--- config.mk ---
export PLATFORM = sky130hd
export DESIGN_NAME = exu_core
export DESIGN_NICKNAME = d
export VERILOG_FILES = /design/src/rtl/exu_pkg.sv /design/src/rtl/exu_mul_seq.sv /design/src/rtl/exu_core.sv
export SDC_FILE = /design/constraint.sdc
export NUM_CORES = 1
export LEC_CHECK = 0
export CORE_MARGIN = 4
export CORE_UTILIZATION = 28
export DETAILED_ROUTE_END_ITERATION = 7
export PLACE_DENSITY_LB_ADDON = 0.12
export SYNTH_ARGS = -nofsm -noshare
export SYNTH_HDL_FRONTEND = slang
export SYNTH_SLANG_ARGS = --single-unit
--- constraint.sdc ---
create_clock -name clk -period 2.1 [get_ports clk]
set_input_delay 0.315 -clock clk [delete_from_list [all_inputs] [get_ports clk]]
set_output_delay 0.315 -clock clk [all_outputs]
set_load 0.1 [all_outputs]
--- src/rtl/exu_pkg.sv ---
// rtl/exu_pkg.sv - shared opcodes, CCR bit indices, FSM states and flag-class decode for exu_core
package exu_pkg;

    localparam logic [3:0] OP_ADD   = 4'h0;
    localparam logic [3:0] OP_SUB   = 4'h1;
    localparam logic [3:0] OP_AND   = 4'h2;
    localparam logic [3:0] OP_OR    = 4'h3;
    localparam logic [3:0] OP_SHL   = 4'h4;
    localparam logic [3:0] OP_SHR   = 4'h5;
    localparam logic [3:0] OP_NOT   = 4'h6;
    localparam logic [3:0] OP_PASSB = 4'h7;
    localparam logic [3:0] OP_INC   = 4'h8;
    localparam logic [3:0] OP_DEC   = 4'h9;
    localparam logic [3:0] OP_PASSA = 4'hA;
    localparam logic [3:0] OP_SETC  = 4'hB;
    localparam logic [3:0] OP_CLRC  = 4'hC;
    localparam logic [3:0] OP_MUL   = 4'hD;

    localparam int CCR_C = 2;
    localparam int CCR_N = 1;
    localparam int CCR_Z = 0;

    typedef enum logic {
        IDLE,
        MUL_BUSY
    } exu_state_e;

    typedef enum logic [1:0] {
        FC_ALL,
        FC_NZ,
        FC_NONE,
        FC_C
    } flag_class_e;

    function automatic flag_class_e flag_class(input logic [3:0] op);
        case (op)
            OP_AND, OP_OR, OP_NOT: return FC_NZ;
            OP_PASSA, OP_PASSB:    return FC_NONE;
            OP_SETC, OP_CLRC:      return FC_C;
            default:               return FC_ALL;
        endcase
    endfunction

endpackage

--- src/rtl/exu_mul_seq.sv ---
// rtl/exu_mul_seq.sv - WIDTH-parametrised shift-add multiplier, one partial product per cycle
module exu_mul_seq #(
    parameter int WIDTH = 16
) (
    input  logic                 clk,
    input  logic                 rst_n,
    input  logic                 i_start,
    input  logic                 i_flush,
    input  logic [WIDTH-1:0]     i_a,
    input  logic [WIDTH-1:0]     i_b,
    output logic                 o_busy,
    output logic                 o_done,
    output logic [2*WIDTH-1:0]   o_product
);

    localparam int CW = $clog2(WIDTH);

    logic                 r_busy;
    logic [CW-1:0]        r_cnt;
    logic [2*WIDTH-1:0]   r_mcand;
    logic [WIDTH-1:0]     r_mplier;
    logic [2*WIDTH-1:0]   r_acc;
    logic [2*WIDTH-1:0]   w_acc_next;

    assign w_acc_next = r_mplier[0] ? (r_acc + r_mcand) : r_acc;

    // Done and product are presented during the final step so the caller can register them at that edge.
    assign o_busy    = r_busy;
    assign o_done    = r_busy && (r_cnt == '0);
    assign o_product = w_acc_next;

    always_ff @(posedge clk or negedge rst_n) begin
        if (!rst_n) begin
            r_busy   <= 1'b0;
            r_cnt    <= '0;
            r_mcand  <= '0;
            r_mplier <= '0;
            r_acc    <= '0;
        end else if (i_flush) begin
            r_busy <= 1'b0;
            r_cnt  <= '0;
        end else if (i_start) begin
            r_busy   <= 1'b1;
            r_cnt    <= CW'(WIDTH - 1);
            r_mcand  <= {{WIDTH{1'b0}}, i_a};
            r_mplier <= i_b;
            r_acc    <= '0;
        end else if (r_busy) begin
            r_acc    <= w_acc_next;
            r_mcand  <= r_mcand << 1;
            r_mplier <= r_mplier >> 1;
            r_cnt    <= r_cnt - CW'(1);
            if (r_cnt == '0) begin
                r_busy <= 1'b0;
            end
        end
    end

endmodule

--- src/rtl/exu_core.sv ---
// rtl/exu_core.sv - registered execute stage with internal CCR; EXU_MUL_EN builds the sequential multiplier
module exu_core
    import exu_pkg::*;
#(
    parameter int WIDTH = 16,
    parameter int SHW   = $clog2(WIDTH) + 1
) (
    input  logic             clk,
    input  logic             rst_n,
    input  logic             in_valid,
    output logic             in_ready,
    input  logic             flush,
    input  logic [3:0]       alu_op,
    input  logic [WIDTH-1:0] src_a,
    input  logic [WIDTH-1:0] src_b,
    input  logic [WIDTH-1:0] imm,
    output logic             out_valid,
    output logic [WIDTH-1:0] result,
    output logic [2:0]       ccr
);

    logic [3:0]         w_op;
    logic [SHW-1:0]     w_amt;
    logic [WIDTH:0]     w_shl;
    logic [WIDTH:0]     w_shr;
    logic [WIDTH:0]     w_wide;
    logic [2:0]         w_ccr_alu;
    logic [2:0]         w_ccr_mul;
    logic               w_accept;
    logic               w_is_mul;
    logic               w_mul_fin;
    logic [2*WIDTH-1:0] w_mul_prod;
    logic               w_unused_imm;
    logic               r_out_valid;
    logic [WIDTH-1:0]   r_result;
    logic [2:0]         r_ccr;

    always_comb begin
        w_op = alu_op;
        if (alu_op > OP_MUL) begin
            w_op = OP_ADD;
        end
`ifndef EXU_MUL_EN
        if (alu_op == OP_MUL) begin
            w_op = OP_ADD;
        end
`endif
    end

    assign w_amt        = imm[SHW-1:0];
    assign w_unused_imm = ^imm[WIDTH-1:SHW];
    // One guard bit catches the last bit shifted out; amounts beyond WIDTH clear it naturally.
    assign w_shl        = {1'b0, src_a} << w_amt;
    assign w_shr        = {src_a, 1'b0} >> w_amt;

    always_comb begin
        w_wide = '0;
        case (w_op)
            OP_ADD:   w_wide = {1'b0, src_a} + {1'b0, src_b};
            OP_SUB:   w_wide = {1'b0, src_b} - {1'b0, src_a};
            OP_AND:   w_wide = {1'b0, src_a & src_b};
            OP_OR:    w_wide = {1'b0, src_a | src_b};
            OP_SHL:   w_wide = w_shl;
            OP_SHR:   w_wide = {w_shr[0], w_shr[WIDTH:1]};
            OP_NOT:   w_wide = {1'b0, ~src_a};
            OP_PASSB: w_wide = {1'b0, src_b};
            OP_INC:   w_wide = {1'b0, src_a} + (WIDTH+1)'(1);
            OP_DEC:   w_wide = {1'b0, src_a} - (WIDTH+1)'(1);
            default:  w_wide = {1'b0, src_a};
        endcase
    end

    always_comb begin
        w_ccr_alu = r_ccr;
        case (flag_class(w_op))
            FC_ALL: begin
                w_ccr_alu[CCR_C] = w_wide[WIDTH];
                w_ccr_alu[CCR_N] = w_wide[WIDTH-1];
                w_ccr_alu[CCR_Z] = (w_wide[WIDTH-1:0] == '0);
            end
            FC_NZ: begin
                w_ccr_alu[CCR_N] = w_wide[WIDTH-1];
                w_ccr_alu[CCR_Z] = (w_wide[WIDTH-1:0] == '0);
            end
            FC_C:    w_ccr_alu[CCR_C] = (w_op == OP_SETC);
            default: w_ccr_alu = r_ccr;
        endcase
    end

    always_comb begin
        w_ccr_mul        = '0;
        w_ccr_mul[CCR_C] = |w_mul_prod[2*WIDTH-1:WIDTH];
        w_ccr_mul[CCR_N] = w_mul_prod[WIDTH-1];
        w_ccr_mul[CCR_Z] = (w_mul_prod[WIDTH-1:0] == '0);
    end

    assign w_accept = in_valid && in_ready && !flush;
    assign w_is_mul = (w_op == OP_MUL);

`ifdef EXU_MUL_EN
    exu_state_e r_state;
    exu_state_e w_state_next;
    logic       w_mul_done;
    logic       w_unused_mul_busy;

    exu_mul_seq #(.WIDTH(WIDTH)) u_mul (
        .clk       (clk),
        .rst_n     (rst_n),
        .i_start   (w_accept && w_is_mul),
        .i_flush   (flush),
        .i_a       (src_a),
        .i_b       (src_b),
        .o_busy    (w_unused_mul_busy),
        .o_done    (w_mul_done),
        .o_product (w_mul_prod)
    );

    always_ff @(posedge clk or negedge rst_n) begin
        if (!rst_n) begin
            r_state <= IDLE;
        end else begin
            r_state <= w_state_next;
        end
    end

    always_comb begin
        w_state_next = r_state;
        case (r_state)
            IDLE:     if (w_accept && w_is_mul) w_state_next = MUL_BUSY;
            MUL_BUSY: if (flush || w_mul_done) w_state_next = IDLE;
            default:  w_state_next = IDLE;
        endcase
    end

    assign in_ready  = (r_state == IDLE);
    assign w_mul_fin = (r_state == MUL_BUSY) && w_mul_done;
`else
    assign in_ready   = 1'b1;
    assign w_mul_fin  = 1'b0;
    assign w_mul_prod = '0;
`endif

    // A flush kills both a fresh issue and a multiply finishing in the same cycle.
    always_ff @(posedge clk or negedge rst_n) begin
        if (!rst_n) begin
            r_out_valid <= 1'b0;
            r_result    <= '0;
            r_ccr       <= 3'b000;
        end else begin
            r_out_valid <= 1'b0;
            if (!flush) begin
                if (w_mul_fin) begin
                    r_out_valid <= 1'b1;
                    r_result    <= w_mul_prod[WIDTH-1:0];
                    r_ccr       <= w_ccr_mul;
                end else if (w_accept && !w_is_mul) begin
                    r_out_valid <= 1'b1;
                    r_result    <= w_wide[WIDTH-1:0];
                    r_ccr       <= w_ccr_alu;
                end
            end
        end
    end

    assign out_valid = r_out_valid;
    assign result    = r_result;
    assign ccr       = r_ccr;

endmodule

==> Word-level counts from Yosys, hierarchy flattened <==
Index checks and enable logic that the tools add are counted.
{ "totals": {"input_bits": 56, "reg_bits": 20, "mem_bits_ro": 0, "n_memories": 0, "latch_bits": 0, "ram_bits": 0} }
{ "classes": {"shift": 2, "n_lt_le_gt_ge": 1, "n_div": 0, "bitwise_logic": 4, "n_eq_ne": 16, "n_mux": 7, "reduce_logical": 15, "multipliers": 0, "addsub": 4} }
{ "op_table": {"columns": ["op", "n"], "rows": [
  ["$pmux W17 S10", 1],
  ["$eq A4 B4 Y1 const B", 7],
  ["$add A16 B1 Y17 const B", 1],
  ["$add A16 B16 Y17", 1],
  ["$shl A16 B5 Y17", 1],
  ["$shr A17 B5 Y17", 1],
  ["$sub A16 B1 Y17 const B", 1],
  ["$sub A16 B16 Y17", 1],
  ["$and A16 B16 Y16", 1],
  ["$eq A4 B3 Y1 const B", 4],
  ["$logic_not A16 Y1", 1],
  ["$not A16 Y16", 1],
  ["$or A16 B16 Y16", 1],
  ["$eq A4 B2 Y1 const B", 2],
  ["$mux W4", 2],
  ["$pmux W2 S3", 1],
  ["$reduce_and A3 Y1", 2],
  ["$reduce_or A2 Y1", 3],
  ["$eq A4 B1 Y1 const B", 1],
  ["$gt A4 B4 Y1 const B", 1],
  ["$logic_not A4 Y1", 1],
  ["$reduce_or A3 Y1", 1],
  ["$eq A2 B1 Y1 const B", 1],
  ["$eq A2 B2 Y1 const B", 1],
  ["8 further kinds", 11]
]} }

==> Depth between registers and ports, before layout <==
Gate-level depths: netlist (run 1).
{ "depth": {"word_depth": 9, "depth_mapped": 18, "depth_no_buf": 17} }

==> Least setup slack after synthesis (run 1) <==
No wires, ideal clock.
{ "synth_path": {"kind": "input to register", "from": "input port alu_op[1]", "to": "register r_ccr[0] (netlist: ccr[0])", "path_slack_ns": -1.459, "path_buffers": 4, "stages": 16, "arrival_time_ns": 3.455, "path_cell_list": "buf_2 > buf_2 > buf_1 > nor3_1 > clkbuf_1 > o21ai_0 > ha_1 > o21ai_1 > o2bb2ai_1 > a311oi_1 > o21bai_1 > and2_1 > a31o_1 > a211oi_1 > o41ai_1 > o41ai_2"} }
{ "synth_via": {"elab_chain_cells": 9, "elab_cells_between_ends": 30, "classes_between": "order compare (1); eq/ne (15); mux (4); reduce/logical (10)"} }
{ "synth_rtl": {"columns": ["element", "line", "source"], "rows": [
  ["start: declaration", "exu_core.sv:13", "input logic [3:0] alu_op,"],
  ["$gt A4 B4 Y1", "exu_core.sv:40", "if (alu_op > OP_MUL) begin"],
  ["$mux W4", "exu_core.sv:40", null],
  ["$mux W4 (*)", "exu_core.sv:44", "if (alu_op == OP_MUL) begin"],
  ["$eq A4 B2 Y1, or another cell as far along", "exu_pkg.sv:36, exu_core.sv:58", null],
  ["$reduce_or A3 Y1 / $reduce_or A2 Y1 (equally long branches)", "exu_pkg.sv:36", "case (op)"],
  ["$pmux W2 S3", "exu_pkg.sv:36", null],
  ["$eq A2 B1 Y1 / $logic_not A2 Y1 (equally long branches)", "exu_core.sv:75", "case (flag_class(w_op))"],
  ["$reduce_or A2 Y1 (no source line)", null, null],
  ["$reduce_and A3 Y1 (no source line)", null, null],
  ["end signal: assignment", "exu_core.sv:155", "r_ccr <= w_ccr_mul;"],
  ["end signal: assignment", "exu_core.sv:159", "r_ccr <= w_ccr_alu;"],
  ["end: declaration", "exu_core.sv:36", "logic [2:0] r_ccr;"]
]} }
Every way passes the cells marked *; elsewhere a longest branch is shown, timed or not.
A chain may end at the register's enable or synchronous reset.

==> Final worst setup path (run 1) <==
{ "layout_path": {"from": "input port src_b[1]", "to": "register r_ccr[0] (netlist: ccr[0])"} }
{ "layout_via": {"elab_chain_cells": 3, "elab_cells_between_ends": 6, "classes_between": "add/sub (2); mux (1); bitwise (2); reduce/logical (1)"} }
{ "layout_rtl": {"columns": ["element", "line", "source"], "rows": [
  ["start: declaration", "exu_core.sv:15", "input logic [WIDTH-1:0] src_b,"],
  ["$sub A16 B16 Y17, or another cell as far along", "exu_core.sv:60", "OP_SUB: w_wide = {1'b0, src_b} - {1'b0, src_a};"],
  ["$pmux W17 S10 (*)", "exu_core.sv:58", "case (w_op)"],
  ["$logic_not A16 Y1 (*)", "exu_core.sv:79, exu_core.sv:83", null]
]} }
Marked as above.

==> results.toml, run 1 <==
[run]
drv_cap = 0

[yosys]
synth_top_area_share_pct = 13.7
synth_commonest_cells = "nand2_1, nor2_1, ha_1"
synth_compound_area_share_pct = 29.1
synth_top_family_by_area = "compound AO/OA/AOI/OAI gates"
ys_ff_latch = 20
synth_simple_gate_area_share_pct = 23.8
synth_cell_type_count = 86
mappedNetlistArea_sq_mm = 0.00611
synth_most_common_cell = "nand2_1"
syn_avg_cell_area_sq_um = 7.14
synth_ff_type = "dfrtp_1"
synth.area.mux_share_pct = 12.1
yosys.area_share.adder_pct = 14.4
synthXorXnorAreaFrac_pct = 4.45
async_flop_share_pct = 100
netlist_top_cells_area = "ha_1, dfrtp_1, mux2i_1"
yosysSeqAreaShare_pct = 8.20
syn-num-nets = 980
synth_edf_count = 0
yosys_warnings = 0
yosysTopAreaCell = "ha_1"
syn_inst = 855

[sta]
clock.fmax_mhz = 310
slew_headroom_pct = 60.7
hold_viol_final = 0
grt_setup_unrepaired = "true"
worst_slack_ns = -1.13
fin_crit_ns = 3.23
drv_slew = 0
worst_pin_slew_ns = 0.584
min_period_over_period_pct = 154
setup_viol = 18
skew_ns = 0

[layout]
drive_gt1_share_pct = 47.1
design_area_sq_mm = 0.0109
utilization_pct = 51.1
multi_input_area_sq_mm = 0.00607
synthToLayoutAreaGrowth_pct = 77.7
fin_nets = 1369
num_antenna_cells = 0
fill_cells = 2063
fin_cells = 1518
seqCellArea_sq_um = 500

[clock_tree]
cts_root_buf = "clkbuf_16"
clkTransAtPathRegs_ns = 0.06
cts_buffer_depth = 2
h-tree-depth = 1
cts_sinks = 20
cts_buffers = 3
cts_tree = "yes"
worst_skew_pair.late_latency_ns = 0.25

[global_route]
grt_usage_pct = 24.8
grt_pass1_wl_um = 47400
grt_antenna_before_repair = 0
grt_pass1_vias = 8187
grt_overflow = 0
grt_max_degree = 26

[worst_setup_path]
worst_ep_arrival_time_ns = 3.37
r2r-end = "ccr[2]"
critPathRequiredTime_ns = 2.25
critPathCaptureType = "register"
worst_path_max_delay_cell = "ha_1"
path_depth = 20
max_stage_delay_ns = 0.34
critPathTopFamily = "compound AO/OA/AOI/OAI gates"
r2r_slack_ns = 1.03
path_cells = "buf_6, buf_8, inv_16, ha_4, and3_4, nand2_4, nor3_4, buf_6, nand2_2, xnor2_2, o21ai_1, ha_1, nand2_1, nor2_2, a221oi_2, o21ai_1, xor2_1, a221oi_2, nand3_1, o41ai_2"
start_kind = "input pin"
critPathMaxFanout = 4
path_buf_inv = 4
r2r.worst_path.cells = 3
setup.worst_path.class = "in2reg"
rr_startpoint = "ccr[2]"

[floorplanning]
dieArea_sq_mm = 0.0242
core_area_sq_mm = 0.0212
rows = 53
initial_core_util_pct = 28.8
die_h_um = 156
die_w_um = 156
pin_count = 77

[placed_design]
post-place-ws_ns = -1.98
placed_area_sq_mm = 0.00935
io_buffers = 64
dpl.cell_count = 1459
gp_congestion = 0.940
hpwl_um = 24700

[status]
violations = "setup timing"
outcome = "complete, but fails checks"

[detailed_routing]
wl_per_cell_um = 20.5
vias_per_cell = 5.42
drc = 0
via_count = 8226
drt_first_pass_iters = 5
drt_iter0_drc = 660
postRouteAntennaNets = 0
finalWirelength_um = 31100

[power]
irDropWorstVdd_mv = 0.351
leakage_nw = 5.03
p_per_area_mw_per_mm2 = 436
power_mw = 4.74

[hold_path]
min_path_type = "in2async"
[metrics by stage]
step           setup TNS, ns  hold WS, ns
2_1_floorplan         -10.90       0.0194
3_3_place_gp          -26.45        0.468
3_5_place_dp          -26.81        0.472
4_1_cts               -12.20        0.413
5_1_grt               -15.72        0.439
6_report              -13.37        0.407
[flip-flops by register name (all words and copies together), names as in the netlist]
| signal | flops |
|---|---|
| ccr | 3 |
| out_valid | 1 |
| result | 16 |
[cells in the final DEF, fill, tap and decap left out, types with 6 or more instances in the layout]
cell and instances:
nand2_2 7, buf_2 7, o22ai_1 11, nor4_1 6
and2_1 6, xor2_1 7, nand3_1 23, o21ai_0 38
o211ai_1 12, a211oi_1 11, buf_6 38, a21o_1 7
nand3b_1 6, mux2i_1 33, xnor2_1 18, o21ai_2 13
a21oi_1 51, ha_4 10, nor2b_1 16, nor2_1 67
ha_1 55, mux4_2 11, a21oi_2 8, nand2_1 71
buf_4 353, clkdlybuf4s50_1 12, nand2b_1 16, dlygate4sd2_1 16
dfrtp_1 20, inv_2 11, nor3_4 6, nor3_1 12
inv_1 44, o21ai_1 19
[worst reg2reg max path, cell delays in order (launching register included)]
cell	delay [ns]
dfrtp_1	0.37
mux2i_1	0.14
buf_4	0.17
o41ai_2	0.29
[kinds of logic (layout without fill, tap and decap cells)]
family                   count (synthesis)  count (layout)
AO/OA/AOI/OAI                          264             264
XOR/XNOR                                31              31
adder cells (fa/ha/maj)                 69              69
buffers and inverters                  114             502
flip-flops                              20              20
multiplexers                            59              59
other                                    1               1
AND/OR/NAND/NOR                        297             297
[cell type report]
type	instances	area share (%)
Tap cell	275	3.17
Clock buffer	3	0.692
Multi-Input combinational cell	721	56.0
Timing Repair Buffer	440	33.1
Inverter	58	2.23
Sequential cell	20	4.61
Clock inverter	1	0.277
[layer usage]
metal  up-vias  part of all wire, %  track usage [%]
li1       3938                    -                -
met1      3934                   45             35.2
met2       308                   46             40.5
met3        46                  6.5             2.75
met4         0                  2.9             6.09
met5         -                    0                0
[power breakdown]
group          leakage, nW  switching (mW)  internal, mW  total (mW)
registers            0.252          0.0479         0.465       0.513
logic                 4.73            2.10          1.61        3.70
clock network       0.0511           0.141         0.378       0.519
total                 5.03            2.29          2.45        4.74
[repair_timing]
item	CTS	global route
pin swaps	79	46
resized for setup	197	97
setup buffers	38	26
setup endpoints to repair	19	19
hold buffers	0	0
cloned	1	0
[worst max path at each step]
| stage | from | to | slack (ns) |
|---|---|---|---|
| 6_report | src_b[1] | ccr[0] | -1.13 |
| 5_1_grt | src_b[1] | ccr[0] | -1.31 |
| 4_1_cts | src_b[1] | ccr[0] | -1.05 |
| 3_5_place_dp | src_b[0] | ccr[0] | -1.98 |
| 3_3_place_gp | src_b[1] | ccr[0] | -1.86 |
| 2_1_floorplan | alu_op[2] | result[14] | -1.09 |
No activity file was read; power rests on OpenSTA's default activity.
==> inputs of run 2 (changes only) <==
Settings changed: SETUP_SLACK_MARGIN from default to 0.3.
==> results.toml, run 2 (synthesis results as in run 1) <==
[layout]
drive_gt1_share_pct = 47.2
synthToLayoutAreaGrowth_pct = 77.2
num_antenna_cells = 0
most-common-layout-cells = "buf_4, nand2_1, nor2_1"
final_common_cell = "buf_4"
fin_nets = 1368
fin_cells = 1517
utilization_pct = 51.0
largest_reg_flops = 16

[sta]
drv_slew = 0
clock.fmax_mhz = 312
fin_crit_ns = 3.21
worst_slack_ns = -1.11
min_period_over_period_pct = 153
grt_setup_unrepaired = "true"
hold_viol_final = 0
slew_headroom_pct = 58.0
setup_viol = 19
worst_pin_slew_ns = 0.628
skew_ns = 0

[floorplanning]
dieArea_sq_mm = 0.0242
die_w_um = 156
rows = 53
initial_core_util_pct = 28.8
pin_count = 77
core_area_sq_mm = 0.0212
die_h_um = 156

[global_route]
grtUsageMet1_pct = 35.2
grt_pass1_vias = 8038
grt_usage_pct = 24.2
grt_max_degree = 27
busiest_layer = "met2"
grt_antenna_before_repair = 0
use_met3_pct = 2.22
grt_pass1_wl_um = 46200
grt_overflow = 0
met2_usage_pct = 39.2

[worst_setup_path]
critPathCaptureType = "register"
r2r_slack_ns = 1.07
worst_ep_arrival_time_ns = 3.36
critPathMaxFanout = 4
setup.worst_path.class = "in2reg"
r2r-end = "ccr[2]"
rr_startpoint = "ccr[2]"
critPathRequiredTime_ns = 2.25
start_kind = "input pin"
r2r.worst_path.cells = 3

[detailed_routing]
drc = 0
vias_per_cell = 5.35
postRouteAntennaNets = 0
finalWirelength_um = 30600
via_count = 8115
drt_iter0_drc = 644
wl_per_cell_um = 20.2
drt_first_pass_iters = 5

[clock_tree]
worst_skew_pair.late_latency_ns = 0.25
cts_sinks = 20
clkTransAtPathRegs_ns = 0.06
h-tree-depth = 1
cts_tree = "yes"
cts_buffer_depth = 2
cts_buffers = 3
cts_root_buf = "clkbuf_16"

[placed_design]
hpwl_um = 25200
post-place-ws_ns = -1.93
gp_congestion = 0.951
dpl.cell_count = 1465
io_buffers = 64

[status]
outcome = "complete, but fails checks"
violations = "setup timing"

[power]
p_per_area_mw_per_mm2 = 422
irDropWorstVdd_mv = 0.380
leakage_nw = 5.05

[run]
drv_cap = 0

[hold_path]
min_path_type = "in2async"
-- run 2: stage by stage --
stage	power, mW	setup TNS [ns]	hold slack, ns	instance area, sq um
6_report	4.56	-12.59	0.402	10800
3_3_place_gp	3.62	-26.41	0.467	9420
5_1_grt	4.81	-14.83	0.423	10800
4_1_cts	4.30	-12.60	0.408	10200
2_1_floorplan	2.29	-10.92	0.0194	6340
3_5_place_dp	3.61	-26.76	0.472	9420
-- run 2: routing by layer --
metal / routed length [um] / vias up / share of wire [%]
met4: 745 / 0 / 2.4
li1: - / 3926 / -
met2: 14000 / 253 / 46
met3: 1890 / 40 / 6.2
met1: 14000 / 3896 / 46
met5: 0 / - / 0
-- run 2: area by class of cell --
cell class,count,area [sq um]
clock buffer,4,88.8
fill,2118,10400
inverter,58,251
multi-input combinational,721,6020
sequential,20,500
tap,275,344
timing repair buffer,439,3620
-- run 2: worst max-delay path by stage --
stage | startpoint | cells after the start | slack [ns] | to
final | src_b[1] | 20 | -1.11 | ccr[0]
after floorplan | alu_op[2] | 16 | -1.09 | result[14]
after CTS | src_b[1] | 18 | -1.06 | ccr[0]
after global placement | src_b[1] | 17 | -1.88 | ccr[0]
after global routing | src_b[1] | 18 | -1.28 | ccr[0]
after detailed placement | src_b[1] | 16 | -1.93 | ccr[2]
-- run 2: worst max-delay path, stage by stage --
cell	delay (ns)
buf_6	0.10
buf_8	0.13
inv_16	0.05
ha_4	0.13
and3_4	0.21
nand2_4	0.08
nor3_4	0.21
buf_6	0.14
nand2_4	0.04
xnor2_2	0.13
o21ai_1	0.15
ha_1	0.28
nand2_1	0.09
nor2_2	0.05
a221oi_2	0.24
o21ai_1	0.12
xor2_1	0.17
a221oi_2	0.28
nand3_1	0.12
o41ai_2	0.32
-- run 2: timing repair --
action,in CTS,in global routing
pin swaps,74,52
endpoints found under the hold margin,0,0
setup buffers,20,27
hold buffers,0,0
setup endpoints to repair,19,19
cloned,0,1
gates resized for setup,176,110
-- run 2: where the power goes --
| group | internal [mW] | leakage [nW] | total [mW] | switching (mW) |
|---|---|---|---|---|
| clock network | 0.290 | 0.0442 | 0.429 | 0.139 |
| registers | 0.465 | 0.252 | 0.512 | 0.0467 |
| logic | 1.55 | 4.75 | 3.62 | 2.07 |
==> inputs of run 3 (changes only) <==
Settings changed: CTS_CLUSTER_SIZE from default to 12, GPL_TIMING_DRIVEN from default to 0.
==> results.toml, run 3 (synthesis results as in run 1) <==
[clock_tree]
cts_buffer_depth = 2
cts_buffers = 3
h-tree-depth = 1
clkTransAtPathRegs_ns = 0.05
cts_tree = "yes"
cts_sinks = 20
cts_root_buf = "clkbuf_16"
worst_skew_pair.late_latency_ns = 0.25

[placed_design]
io_buffers = 59
placed_area_sq_mm = 0.00727
gp_congestion = 0.962
dpl.cell_count = 1189
post-place-ws_ns = -2.98
hpwl_um = 23300

[floorplanning]
core_area_sq_mm = 0.0212
initial_core_util_pct = 28.8
die_w_um = 156
rows = 53
dieArea_sq_mm = 0.0242
die_h_um = 156
pin_count = 77

[global_route]
grt_max_degree = 21
use_met3_pct = 1.61
grt_usage_pct = 23.6
busiest_layer = "met2"
met2_usage_pct = 38.6
grt_overflow = 0
grt_antenna_before_repair = 0
grtUsageMet1_pct = 34.2
grt_pass1_vias = 7203
grt_pass1_wl_um = 44900

[sta]
tns_ns = -14.27
hold_viol_final = 0
drv_slew = 0
hold_slack_ns = 0.469
fin_crit_ns = 3.33
clock.fmax_mhz = 301
grt_setup_unrepaired = "true"
slew_headroom_pct = 35.7
worst_pin_slew_ns = 0.968
skew_ns = 0
setup_viol = 18
min_period_over_period_pct = 158
worst_slack_ns = -1.23

[detailed_routing]
drt_iter0_drc = 608
drt_first_pass_iters = 5
postRouteAntennaNets = 0
finalWirelength_um = 29800
via_count = 7439
vias_per_cell = 5.83
wl_per_cell_um = 23.3
drc = 0

[run]
drv_cap = 0

[power]
p_per_area_mw_per_mm2 = 454
power_mw = 4.04
intPower_mw = 1.86
leakage_nw = 3.75
clkPwrFrac_pct = 9.5
pwr-share-seq_pct = 12.5
switchingPower_mw = 2.18
power.share.switching_pct = 53.9
combPwrFrac_pct = 78.0
irDropWorstVdd_mv = 0.280

[layout]
drive_gt1_share_pct = 31.5
fin_nets = 1129
synthToLayoutAreaGrowth_pct = 46.0
most-common-layout-cells = "buf_4, nand2_1, nor2_1"
fin_cells = 1277
largest_reg_flops = 16
utilization_pct = 42.0
design_area_sq_mm = 0.00892
num_antenna_cells = 0
final_common_cell = "buf_4"

[status]
outcome = "complete, but fails checks"
violations = "setup timing"

[worst_setup_path]
start_kind = "input pin"
critPathCaptureType = "register"
setup.worst_path.class = "in2reg"
critPathRequiredTime_ns = 2.23
critPathMaxFanout = 4
worst_ep_arrival_time_ns = 3.46

[hold_path]
min_path_type = "reg2reg"
run 3: changes by cell type in the layout (fill, tap and decap cells not counted), sizes merged:
| cell | change |
|---|---|
| buf | -272 |
| clkbuf | +24 |
| dlymetal6s2s | -8 |
| clkdlybuf4s50 | -5 |
| clkdlybuf4s15 | +10 |
| dlygate4sd2 | +11 |
run 3: per-layer routing:
metal / routed length, um / up-vias
met5: 0 / -
met2: 13800 / 311
met1: 13400 / 3629
met3: 1890 / 48
met4: 738 / 0
li1: - / 3451
run 3: timing repair:
action / in CTS / in global routing
pin swaps: 58 / 52
setup buffers: 56 / 29
gates resized for setup: 283 / 116
endpoints found under the setup margin: 39 / 30
hold buffers: 0 / 0
run 3: worst max-delay path, stage by stage:
cell       delay (ns)
buf_8            0.10
buf_8            0.12
buf_8            0.11
clkbuf_16        0.13
nor3_4           0.19
clkbuf_8         0.21
o21ai_4          0.06
ha_4             0.28
or2_1            0.11
o211ai_1         0.11
buf_4            0.17
a311oi_4         0.28
o21bai_2         0.13
and2_4           0.18
a31o_1           0.24
a211oi_2         0.29
o41ai_4          0.15
mux2_4           0.28
run 3: layout make-up:
cell class / instances / area, sq um
Clock buffer: 3 / 75.1
Inverter: 58 / 254
Multi-Input combinational cell: 721 / 6040
Sequential cell: 20 / 500
Tap cell: 275 / 344
Timing Repair Buffer: 144 / 1200
Fill cell: 2243 / 12300
Buffer: 56 / 505
run 3: path summary, 6_finish.rpt:
kind                            start          to  slack (ns)  cells past startpoint
hold / removal             result[15]  result[15]        0.47                      2
setup / recovery            alu_op[2]  result[14]       -1.23                     18
min in group asynchronous       rst_n   result[5]        0.59                      1
hold reg to reg            result[15]  result[15]        0.47                      2
max in group asynchronous       rst_n  result[11]        0.95                      1
setup reg to reg               ccr[2]      ccr[2]        1.16                      3
run 3: power groups by stage:
stage	registers, mW	clock network [mW]	logic, mW
2_1_floorplan	1.10	0	1.19
3_3_place_gp	0.517	0	2.57
3_5_place_dp	0.517	0	2.56
4_1_cts	0.508	0.392	2.91
5_1_grt	0.520	0.408	3.33
6_report	0.507	0.383	3.15
